## config.mk

```make
export PLATFORM = sky130hd
export DESIGN_NAME = data_output
export DESIGN_NICKNAME = d
export VERILOG_FILES = /design/src/rtl/data_output.sv
export SDC_FILE = /design/constraint.sdc
export NUM_CORES = 1
export LEC_CHECK = 0
export ABC_CLOCK_PERIOD_IN_PS = 4600
export CORE_MARGIN = 8
export CORE_UTILIZATION = 45
export CTS_CLUSTER_DIAMETER = 40
export CTS_CLUSTER_SIZE = 8
export DETAILED_ROUTE_END_ITERATION = 10
export DONT_BUFFER_PORTS = 1
export HOLD_SLACK_MARGIN = 0.02
export SYNTH_ARGS = -nofsm -noshare
export SYNTH_HDL_FRONTEND = slang
export SYNTH_SLANG_ARGS = --single-unit
```

## constraint.sdc

```tcl
create_clock -name clk -period 4.6 [get_ports clk]
set_clock_uncertainty 0.1 [all_clocks]
set_input_delay 1.15 -clock clk [delete_from_list [all_inputs] [get_ports clk]]
set_output_delay 1.15 -clock clk [all_outputs]
set_load 0.02 [all_outputs]
```

## src/rtl/data_output.sv

```systemverilog
// I2S master transmitter: FIFO of stereo pairs, sck/ws generation, MSB-first sd.
// Optional saturating underflow counter via DATA_OUTPUT_UNDERFLOW_COUNT_EN.
module data_output #(
  parameter int WIDTH      = 24,
  parameter int SLOT       = 32,
  parameter int CLK_DIV    = 4,
  parameter int FIFO_DEPTH = 4
) (
  input  logic             clk,
  input  logic             rst,
  input  logic             enable,
  input  logic             in_valid,
  output logic             in_ready,
  input  logic [WIDTH-1:0] in_left,
  input  logic [WIDTH-1:0] in_right,
  output logic             sck,
  output logic             ws,
  output logic             sd,
  output logic             underflow,
  output logic [15:0]      underflow_count
);

  localparam int AW = $clog2(FIFO_DEPTH);
  localparam int BW = $clog2(2 * SLOT);
  localparam int SW = $clog2(SLOT);
  localparam int DW = (CLK_DIV > 1) ? $clog2(CLK_DIV) : 1;
  localparam logic [BW-1:0] BIT_LAST = BW'(2 * SLOT - 1);
  localparam logic [DW-1:0] DIV_LAST = DW'(CLK_DIV - 1);

  logic [WIDTH-1:0] mem_l [FIFO_DEPTH];
  logic [WIDTH-1:0] mem_r [FIFO_DEPTH];
  logic [AW-1:0]    wr_ptr;
  logic [AW-1:0]    rd_ptr;
  logic [AW:0]      count;
  logic [AW:0]      count_nxt;

  logic             run;
  logic [DW-1:0]    div_cnt;
  logic [BW-1:0]    bit_cnt;
  logic [BW-1:0]    bit_nxt;
  logic [WIDTH-1:0] left_q;
  logic [WIDTH-1:0] right_q;
  logic [WIDTH-1:0] cur_l;
  logic [WIDTH-1:0] cur_r;
  logic [SLOT-1:0]  word_l;
  logic [SLOT-1:0]  word_r;
  logic [SW-1:0]    pos;
  logic [SW-1:0]    idx;

  logic active;
  logic tick;
  logic fall;
  logic load;
  logic empty;
  logic push;
  logic pop;
  logic in_right_half;
  logic sd_nxt;
  logic ws_nxt;

  // run delays start by one clk so the first sck rise lands CLK_DIV after enable
  assign active = run && enable;
  assign tick   = active && (div_cnt == DIV_LAST);
  assign fall   = tick && sck;
  assign bit_nxt = (bit_cnt == BIT_LAST) ? '0 : bit_cnt + 1'b1;
  assign load   = fall && (bit_nxt == '0);
  assign empty  = (count == '0);
  assign push   = in_valid && in_ready;
  assign pop    = load && !empty;

  always_comb begin
    cur_l = left_q;
    cur_r = right_q;
    if (load) begin
      cur_l = empty ? '0 : mem_l[rd_ptr];
      cur_r = empty ? '0 : mem_r[rd_ptr];
    end
  end

  // left-justify each sample in its slot so padding bits read as 0
  always_comb begin
    word_l = SLOT'(cur_l) << (SLOT - WIDTH);
    word_r = SLOT'(cur_r) << (SLOT - WIDTH);
    in_right_half = (bit_nxt >= BW'(SLOT));
    pos = in_right_half ? SW'(bit_nxt - BW'(SLOT)) : SW'(bit_nxt);
    idx = SW'(SLOT - 1) - pos;
    sd_nxt = in_right_half ? word_r[idx] : word_l[idx];
    ws_nxt = (bit_nxt >= BW'(SLOT - 1)) && (bit_nxt <= BW'(2 * SLOT - 2));
  end

  always_comb begin
    count_nxt = count;
    unique case ({push, pop})
      2'b10:   count_nxt = count + 1'b1;
      2'b01:   count_nxt = count - 1'b1;
      default: count_nxt = count;
    endcase
  end

  always_ff @(posedge clk) begin
    if (push) begin
      mem_l[wr_ptr] <= in_left;
      mem_r[wr_ptr] <= in_right;
    end
  end

  always_ff @(posedge clk) begin
    if (rst) begin
      wr_ptr   <= '0;
      rd_ptr   <= '0;
      count    <= '0;
      in_ready <= 1'b0;
    end else begin
      if (push) wr_ptr <= wr_ptr + 1'b1;
      if (pop)  rd_ptr <= rd_ptr + 1'b1;
      count    <= count_nxt;
      in_ready <= (count_nxt != (AW+1)'(FIFO_DEPTH));
    end
  end

  always_ff @(posedge clk) begin
    if (rst) begin
      run       <= 1'b0;
      div_cnt   <= '0;
      bit_cnt   <= BIT_LAST;
      sck       <= 1'b0;
      ws        <= 1'b0;
      sd        <= 1'b0;
      underflow <= 1'b0;
      left_q    <= '0;
      right_q   <= '0;
    end else begin
      run       <= enable;
      underflow <= 1'b0;
      if (!active) begin
        div_cnt <= '0;
        bit_cnt <= BIT_LAST;
        sck     <= 1'b0;
        ws      <= 1'b0;
        sd      <= 1'b0;
      end else if (tick) begin
        div_cnt <= '0;
        sck     <= !sck;
        if (sck) begin
          bit_cnt   <= bit_nxt;
          sd        <= sd_nxt;
          ws        <= ws_nxt;
          left_q    <= cur_l;
          right_q   <= cur_r;
          underflow <= load && empty;
        end
      end else begin
        div_cnt <= div_cnt + 1'b1;
      end
    end
  end

`ifdef DATA_OUTPUT_UNDERFLOW_COUNT_EN
  always_ff @(posedge clk) begin
    if (rst) begin
      underflow_count <= '0;
    end else if (load && empty && (underflow_count != 16'hFFFF)) begin
      underflow_count <= underflow_count + 1'b1;
    end
  end
`else
  assign underflow_count = '0;
`endif

endmodule
```

==> flow_metrics.tcl <==
set metrics [dict create \
    clk_pin_slew_ns 0.05 \
    firstDrtPassIters 6 \
    via_per_inst 5.490 \
    switching_share_pct 19.74 \
    route.vias.total 5984 \
    cp-endpoint "sd" \
    die_y_um 170.3 \
    rr_worst_depth 10 \
    worst_pin_slew_ns 1.049 \
    yosys.cell_types.count 60 \
    status "finished, final reports clean" \
    cts-root-buf "clkbuf_16" \
    dieArea_mm2 0.02902 \
    startpoint_type "flip-flop" \
    io_pins 73 \
    p_int_uw 4446 \
    synth_flop_cell "edfxtp_1" \
    period_share_pct 78.98 \
    cts_resized 0 \
    grt_max_degree 59 \
    switchingPower_uw 1094 \
    die_x_um 170.3 \
    drv_slew 0 \
    multi_input_area_mm2 0.003216 \
    yosysWarnings 0 \
    fin_nets 799 \
    reg2reg_to "sd" \
    synth-edff-count 192 \
    clockPowerShare_pct 50.9 \
    ir_worst_vdd_uv 341.4 \
    gp_congestion 0.8330 \
    grt_first_pass_wirelength_um 35020 \
    cts_buffers 42 \
    drc_errors 0 \
    cts_tree "done" \
    gr-total-overflow 0 \
    mostFrequentLayoutCells "edfxtp_1, dfxtp_1, nand2_1, nor2_1, mux4_2" \
    fin_tns_setup_ns 0 \
    cellPowerDensity_mw_per_mm2 451.7 \
    synth_seq_cells 263 \
    fmax_mhz 275.2 \
    avgSynthCellArea_um2 14.81 \
    start_util_pct 45.81 \
    rows 56 \
    clock_latency_ns 0.51 \
    max_cap_violations 0 \
    synthCells 724 \
    grt_pass1_vias 6311 \
    fillers 1967 \
    async_reset_ff_share_pct 0 \
    drt_iter0_markers 504 \
    cts.sinks 263 \
    cts_hold_buf 0 \
    worst_slack_ns 0.9669 \
    regArea_mm2 0.007192 \
    arrival_ns 3.96 \
    seq_power_share_pct 47.0 \
    r2r_start "bit_cnt[0]" \
    relSlewSlack_pct 30.04 \
    layout-drive-gt1-share_pct 16.73 \
    seq_area_frac_synth_pct 67.04 \
    grt.total_usage_pct 15.56 \
    post_cts_buffers 0 \
    antenna_found_initial 0 \
    final_common_cell "edfxtp_1" \
    hold_viol 0 \
    synthToLayoutAreaGrowth_pct 14.38 \
    startpoint "bit_cnt[0]" \
    crit_required_ns 4.93 \
    antenna_left 0 \
    diodes 0 \
    dp_hpwl_um 14140 \
    finalWirelength_um 22120 \
    p_leak_uw 0.004130 \
    port-buffer-count 0 \
    total_power_uw 5539 \
    htreeDepth 2 \
    hold_path_class "reg2reg" \
    coreArea_mm2 0.02340 \
    netlist_area_mm2 0.01072 \
    cp_max_fo 37 \
    final_core_util_pct 52.40 \
    rrSetupSlack_ns 0.97 \
    pre_cts_ws_ns 0.9938 \
    rsz0062_at_grt "false" \
    path_class "reg2reg" \
    setup_viol 0 \
    crit_path_end_kind "flip-flop" \
    clk_path_buf_depth 3 \
    routedWlPerCell_um 20.29 \
    period_minus_slack_ns 3.633 \
    comb_power_share_pct 2.1 \
]
-- flip-flops by register name (all words and copies together), names as in the netlist, named ones only --
register and cells:
count 3, mem_r 96, rd_ptr 2, run 1
sd 1, sck 1, left_q 24, wr_ptr 2
underflow 1, div_cnt 2, bit_cnt 6, ws 1
mem_l 96, right_q 24, in_ready 1
-- cell type report --
class | instances | share of cell area [%]
clock buffers | 71 | 10.05
clock inverters | 7 | 0.5204
inverters | 11 | 0.3367
multi-input cells | 405 | 26.22
flip-flops and latches | 263 | 58.65
well taps | 319 | 3.255
repair buffers | 14 | 0.9592
-- Yosys cell counts (4+ instances only) --
cell	number	area (um^2)
edfxtp_1	192	5766
dfxtp_1	71	1421
nand2_1	58	217.7
nor2_1	51	191.4
mux4_2	48	1081
a21oi_1	42	210.2
nand3_1	27	135.1
and3_1	23	143.9
mux2i_1	21	210.2
buf_4	20	150.1
clkbuf_1	18	67.56
buf_2	15	75.07
and2_1	14	87.58
inv_1	11	41.29
ha_1	9	112.6
nor2b_1	8	50.05
nor3_1	8	40.04
xor2_1	7	61.31
a211oi_1	6	45.04
o211ai_1	4	30.03
o21ai_0	4	20.02
xnor2_1	4	35.03
-- logic make-up after synthesis --
group / share of synthesized area [%]
buffers and inverters: 3.606
AND/OR/NAND/NOR: 9.244
AO/OA/AOI/OAI: 5.637
flip-flops: 67.04
other: 0.03498
multiplexers: 12.15
XOR/XNOR: 1.050
adder cells (fa/ha/maj): 1.237
-- layer usage --
layer / up-vias / global-route usage, % / wire (um)
li1: 2751 / - / -
met1: 3010 / 18.73 / 8843
met2: 180 / 25.71 / 10960
met3: 43 / 4.773 / 1609
met4: 0 / 6.445 / 701
met5: - / 0 / 0
-- worst min-delay path by stage --
stage	start	to	slack, ns	cells past startpoint
finish	div_cnt[0]	div_cnt[0]	0.33	1
global route	left_q[5]	left_q[5]	0.36	2
CTS	div_cnt[0]	div_cnt[0]	0.33	1
detailed placement	div_cnt[0]	div_cnt[0]	0.32	1
global placement	div_cnt[0]	div_cnt[0]	0.32	1
floorplan	div_cnt[0]	div_cnt[0]	0.31	1
-- critical path, cell delays in order, from the launching register on --
cell	delay [ns]
dfxtp_1	0.40
ha_1	0.39
xnor2_2	0.47
nand3_1	0.24
a211oi_4	0.66
buf_12	0.28
and3_1	0.22
a211oi_1	0.09
a2111oi_4	0.38
a211oi_1	0.11
a211oi_2	0.21
-- power by group through the flow --
stage / Clock (uW) / Sequential (uW) / Combinational (uW)
final: 2820 / 2600 / 115
after global routing: 2990 / 2600 / 125
after CTS: 2890 / 2600 / 116
after detailed placement: 0 / 2650 / 116
after global placement: 0 / 2650 / 113
after floorplan: 0 / 2650 / 97.4
-- metrics by stage --
step                hold slack (ns)  instances  area (um^2)
finish                       0.3271       1090        12260
detailed placement           0.3231       1012        10970
global placement             0.3155       1012        10970
floorplan                    0.3084        739        10780
CTS                          0.3297       1090        12260
global route                 0.3613       1090        12260
Note: power is estimated with default switching activity, not from simulation.
==> RTL change (same flow settings) <==
Register the output `underflow` once more, with the module's reset; this adds one clock of latency there. The other outputs are not delayed to match.
--- a/src/rtl/data_output.sv
+++ b/src/rtl/data_output.sv
@@ -26,6 +26,8 @@
   localparam int DW = (CLK_DIV > 1) ? $clog2(CLK_DIV) : 1;
   localparam logic [BW-1:0] BIT_LAST = BW'(2 * SLOT - 1);
   localparam logic [DW-1:0] DIV_LAST = DW'(CLK_DIV - 1);
+
+  logic underflow_s0;
 
   logic [WIDTH-1:0] mem_l [FIFO_DEPTH];
   logic [WIDTH-1:0] mem_r [FIFO_DEPTH];
@@ -126,12 +128,12 @@
       sck       <= 1'b0;
       ws        <= 1'b0;
       sd        <= 1'b0;
-      underflow <= 1'b0;
+      underflow_s0 <= 1'b0;
       left_q    <= '0;
       right_q   <= '0;
     end else begin
       run       <= enable;
-      underflow <= 1'b0;
+      underflow_s0 <= 1'b0;
       if (!active) begin
         div_cnt <= '0;
         bit_cnt <= BIT_LAST;
@@ -147,7 +149,7 @@
           ws        <= ws_nxt;
           left_q    <= cur_l;
           right_q   <= cur_r;
-          underflow <= load && empty;
+          underflow_s0 <= load && empty;
         end
       end else begin
         div_cnt <= div_cnt + 1'b1;
@@ -167,4 +169,12 @@
   assign underflow_count = '0;
 `endif
 
+  always_ff @(posedge clk) begin
+    if (rst) begin
+      underflow <= '0;
+    end else begin
+      underflow <= underflow_s0;
+    end
+  end
+
 endmodule
Behaviour: no difference found for any inputs over 4 cycles, from zero or initial values and one cycle with rst high; that may be too few to reach the edited logic, so the function may still have changed.
==> RTL change against the original RTL <==
  * Fmax down 8.7%
  * Synthesized area up 1.2%
  * Count of clock-buffer cells in the layout grew 2
  * Synthesized cell count increased by 0.55%
  * Final area up 1.9%
  * Worst setup slack got worse by 0.35 ns
  * Sequential cell count rose by 1
  * Wire length fell by 0.57%
  * Power rose by 4.9%
  * Highest routed layer unchanged
  * Core utilization is 0.41 points lower
  * Critical path type unchanged
==> RTL change: results (changes against the original RTL) <==
OUTCOME='finished, final reports clean'
FIRST_GLOBAL_VIAS=6257  # -0.86%
LAYOUT.FILLER_CELLS=1973  # +0.31%
TOTALWIRELENGTH_MM=22.0  # -0.57%
SYNTH_XOR_AREA_SHARE_PCT=1.05  # -0.0014 points
GRT.MET1_USAGE_PCT=18.4  # -0.31 points
SYNTH_CELL_TYPES=53  # -12%
RRSETUPSLACK_NS=0.62  # -0.35 ns
MAXSLEWHEADROOM_PCT=27.0  # -3.0 points
MET3WIRELENGTH_MM=1.78  # +10%
YOSYS.AREA_SHARE.ADDER_PCT=1.22  # -0.015 points
WORST_IR_DROP_VDD_mV=0.355  # +3.9%
GRT_USE_MET3_PCT=4.84  # +0.070 points
GRT_FIRST_PASS_WIRELENGTH_MM=34.4  # -1.8%
LAYOUT-DRIVE-GT1-SHARE_PCT=18.7  # +2.0 points
SEQ_AREA_FRAC_SYNTH_PCT=66.4  # -0.64 points
DR.PASS1.ITERS=5  # -1
CLKLATENCYLATEPIN_NS=0.52
FINAL_WTD_CONGESTION=0.852  # +2.3%
PLACE_AREA_UM2=11100  # +0.95%
TOP_SIG_LAYER='met4'
NUMPLACEDINSTANCES=1016  # +0.40%
ROUTED-WL-MET2_MM=10.6  # -3.7%
SYNTH_AREA_PER_CELL_UM2=14.9  # +0.69%
GR-USAGE-ALL-LAYERS_PCT=15.2  # -0.33 points
GLOBALROUTEMET2UTIL_PCT=25.1  # -0.62 points
CRITPATHCAPTURE='sd'
SYNTH_COMPOUND_GATE_AREA_SHARE_PCT=4.74  # -0.90 points
YS_TOP_CELLS_BY_AREA='edfxtp_1 (53%), dfxtp_1 (13%), mux4_2 (12%), nand2_1 (2.7%), a21oi_1 (2.0%)'
CRIT_ARRIVAL_NS=4.31  # +0.35 ns
CTS-ROOT-TO-SINK-BUFFERS=3  # unchanged
ROUTED_WIRE_LENGTH_PER_INSTANCE_UM=20.0  # -1.3%
WORST_REG_TO_REG_CELLS=8  # -2
MET1_LENGTH_MM=8.97  # +1.4%
FIN_NETS=800  # +0.13%
DRT_ITER0_DRC=474  # -6.0%
MULTIPLEXER_AREA_FRACTION_AFTER_SYNTHESIS_PCT=13.6  # +1.5 points
CRITICAL_PATH_PEAK_FANOUT=29  # -22%
DR_TOTAL_VIAS=6009  # +0.42%
HPWLAFTERDP_MM=13.7  # -3.2%
SYNTH_COMMONEST_CELLS='edfxtp_1 (192), nand2_1 (79), dfxtp_1 (72), mux4_2 (57), a21oi_1 (43)'
P_LEAK_nW=4.14  # +0.22%
NUMCTSBUFFERS=44  # +4.8%
GRT_START_MAX_NET_PINS=60  # +1.7%
IO_BUFFERS=0  # unchanged
## RTL change: how the worst min path moves through the flow
stage,start,end,slack [ns],cells after the start
final,div_cnt[0],div_cnt[0],0.33,1
after global routing,div_cnt[0],div_cnt[0],0.35,1
after CTS,div_cnt[0],div_cnt[0],0.33,1
after detailed placement,div_cnt[0],div_cnt[0],0.32,1
after global placement,div_cnt[0],div_cnt[0],0.32,1
after floorplan,div_cnt[0],div_cnt[0],0.31,1
## RTL change: critical path, cell delays in order, from the launching register on
cell,delay [ns]
dfxtp_1,0.40
ha_1,0.37
xnor2_1,0.89
o2111a_2,0.80
mux2i_1,0.33
o32ai_1,0.11
a2111oi_0,0.45
o32ai_1,0.17
o31ai_1,0.25
## RTL change: kinds of logic after synthesis
| family | count (synthesis) |
|---|---|
| AO/OA/AOI/OAI | 82 |
| XOR/XNOR | 13 |
| adder cells (fa/ha/maj) | 10 |
| buffers and inverters | 70 |
| flip-flops | 264 |
| multiplexers | 76 |
| other | 1 |
| AND/OR/NAND/NOR | 212 |
## RTL change: area by class of cell
class	count	area share, %
clock buffers	73	10.7
clock inverters	9	0.701
inverters	8	0.240
multi-input cells	409	26.7
flip-flops and latches	264	57.7
well taps	324	3.24
repair buffers	11	0.661
## RTL change: through the flow
stage	worst slack, ns	total power [mW]	utilization, %
4_1_cts	0.663	5.87	52.0
3_3_place_gp	0.868	2.78	46.1
3_5_place_dp	0.721	2.78	46.1
5_1_grt	0.310	6.00	52.0
6_report	0.620	5.81	52.0
2_1_floorplan	1.12	2.76	-
## RTL change: where the power goes
group / switching [mW] / total [mW] / internal, mW
Sequential: 0.0116 / 2.61 / 2.60
Clock: 1.05 / 3.08 / 2.03
Combinational: 0.0807 / 0.122 / 0.0415
Total: 1.14 / 5.81 / 4.67
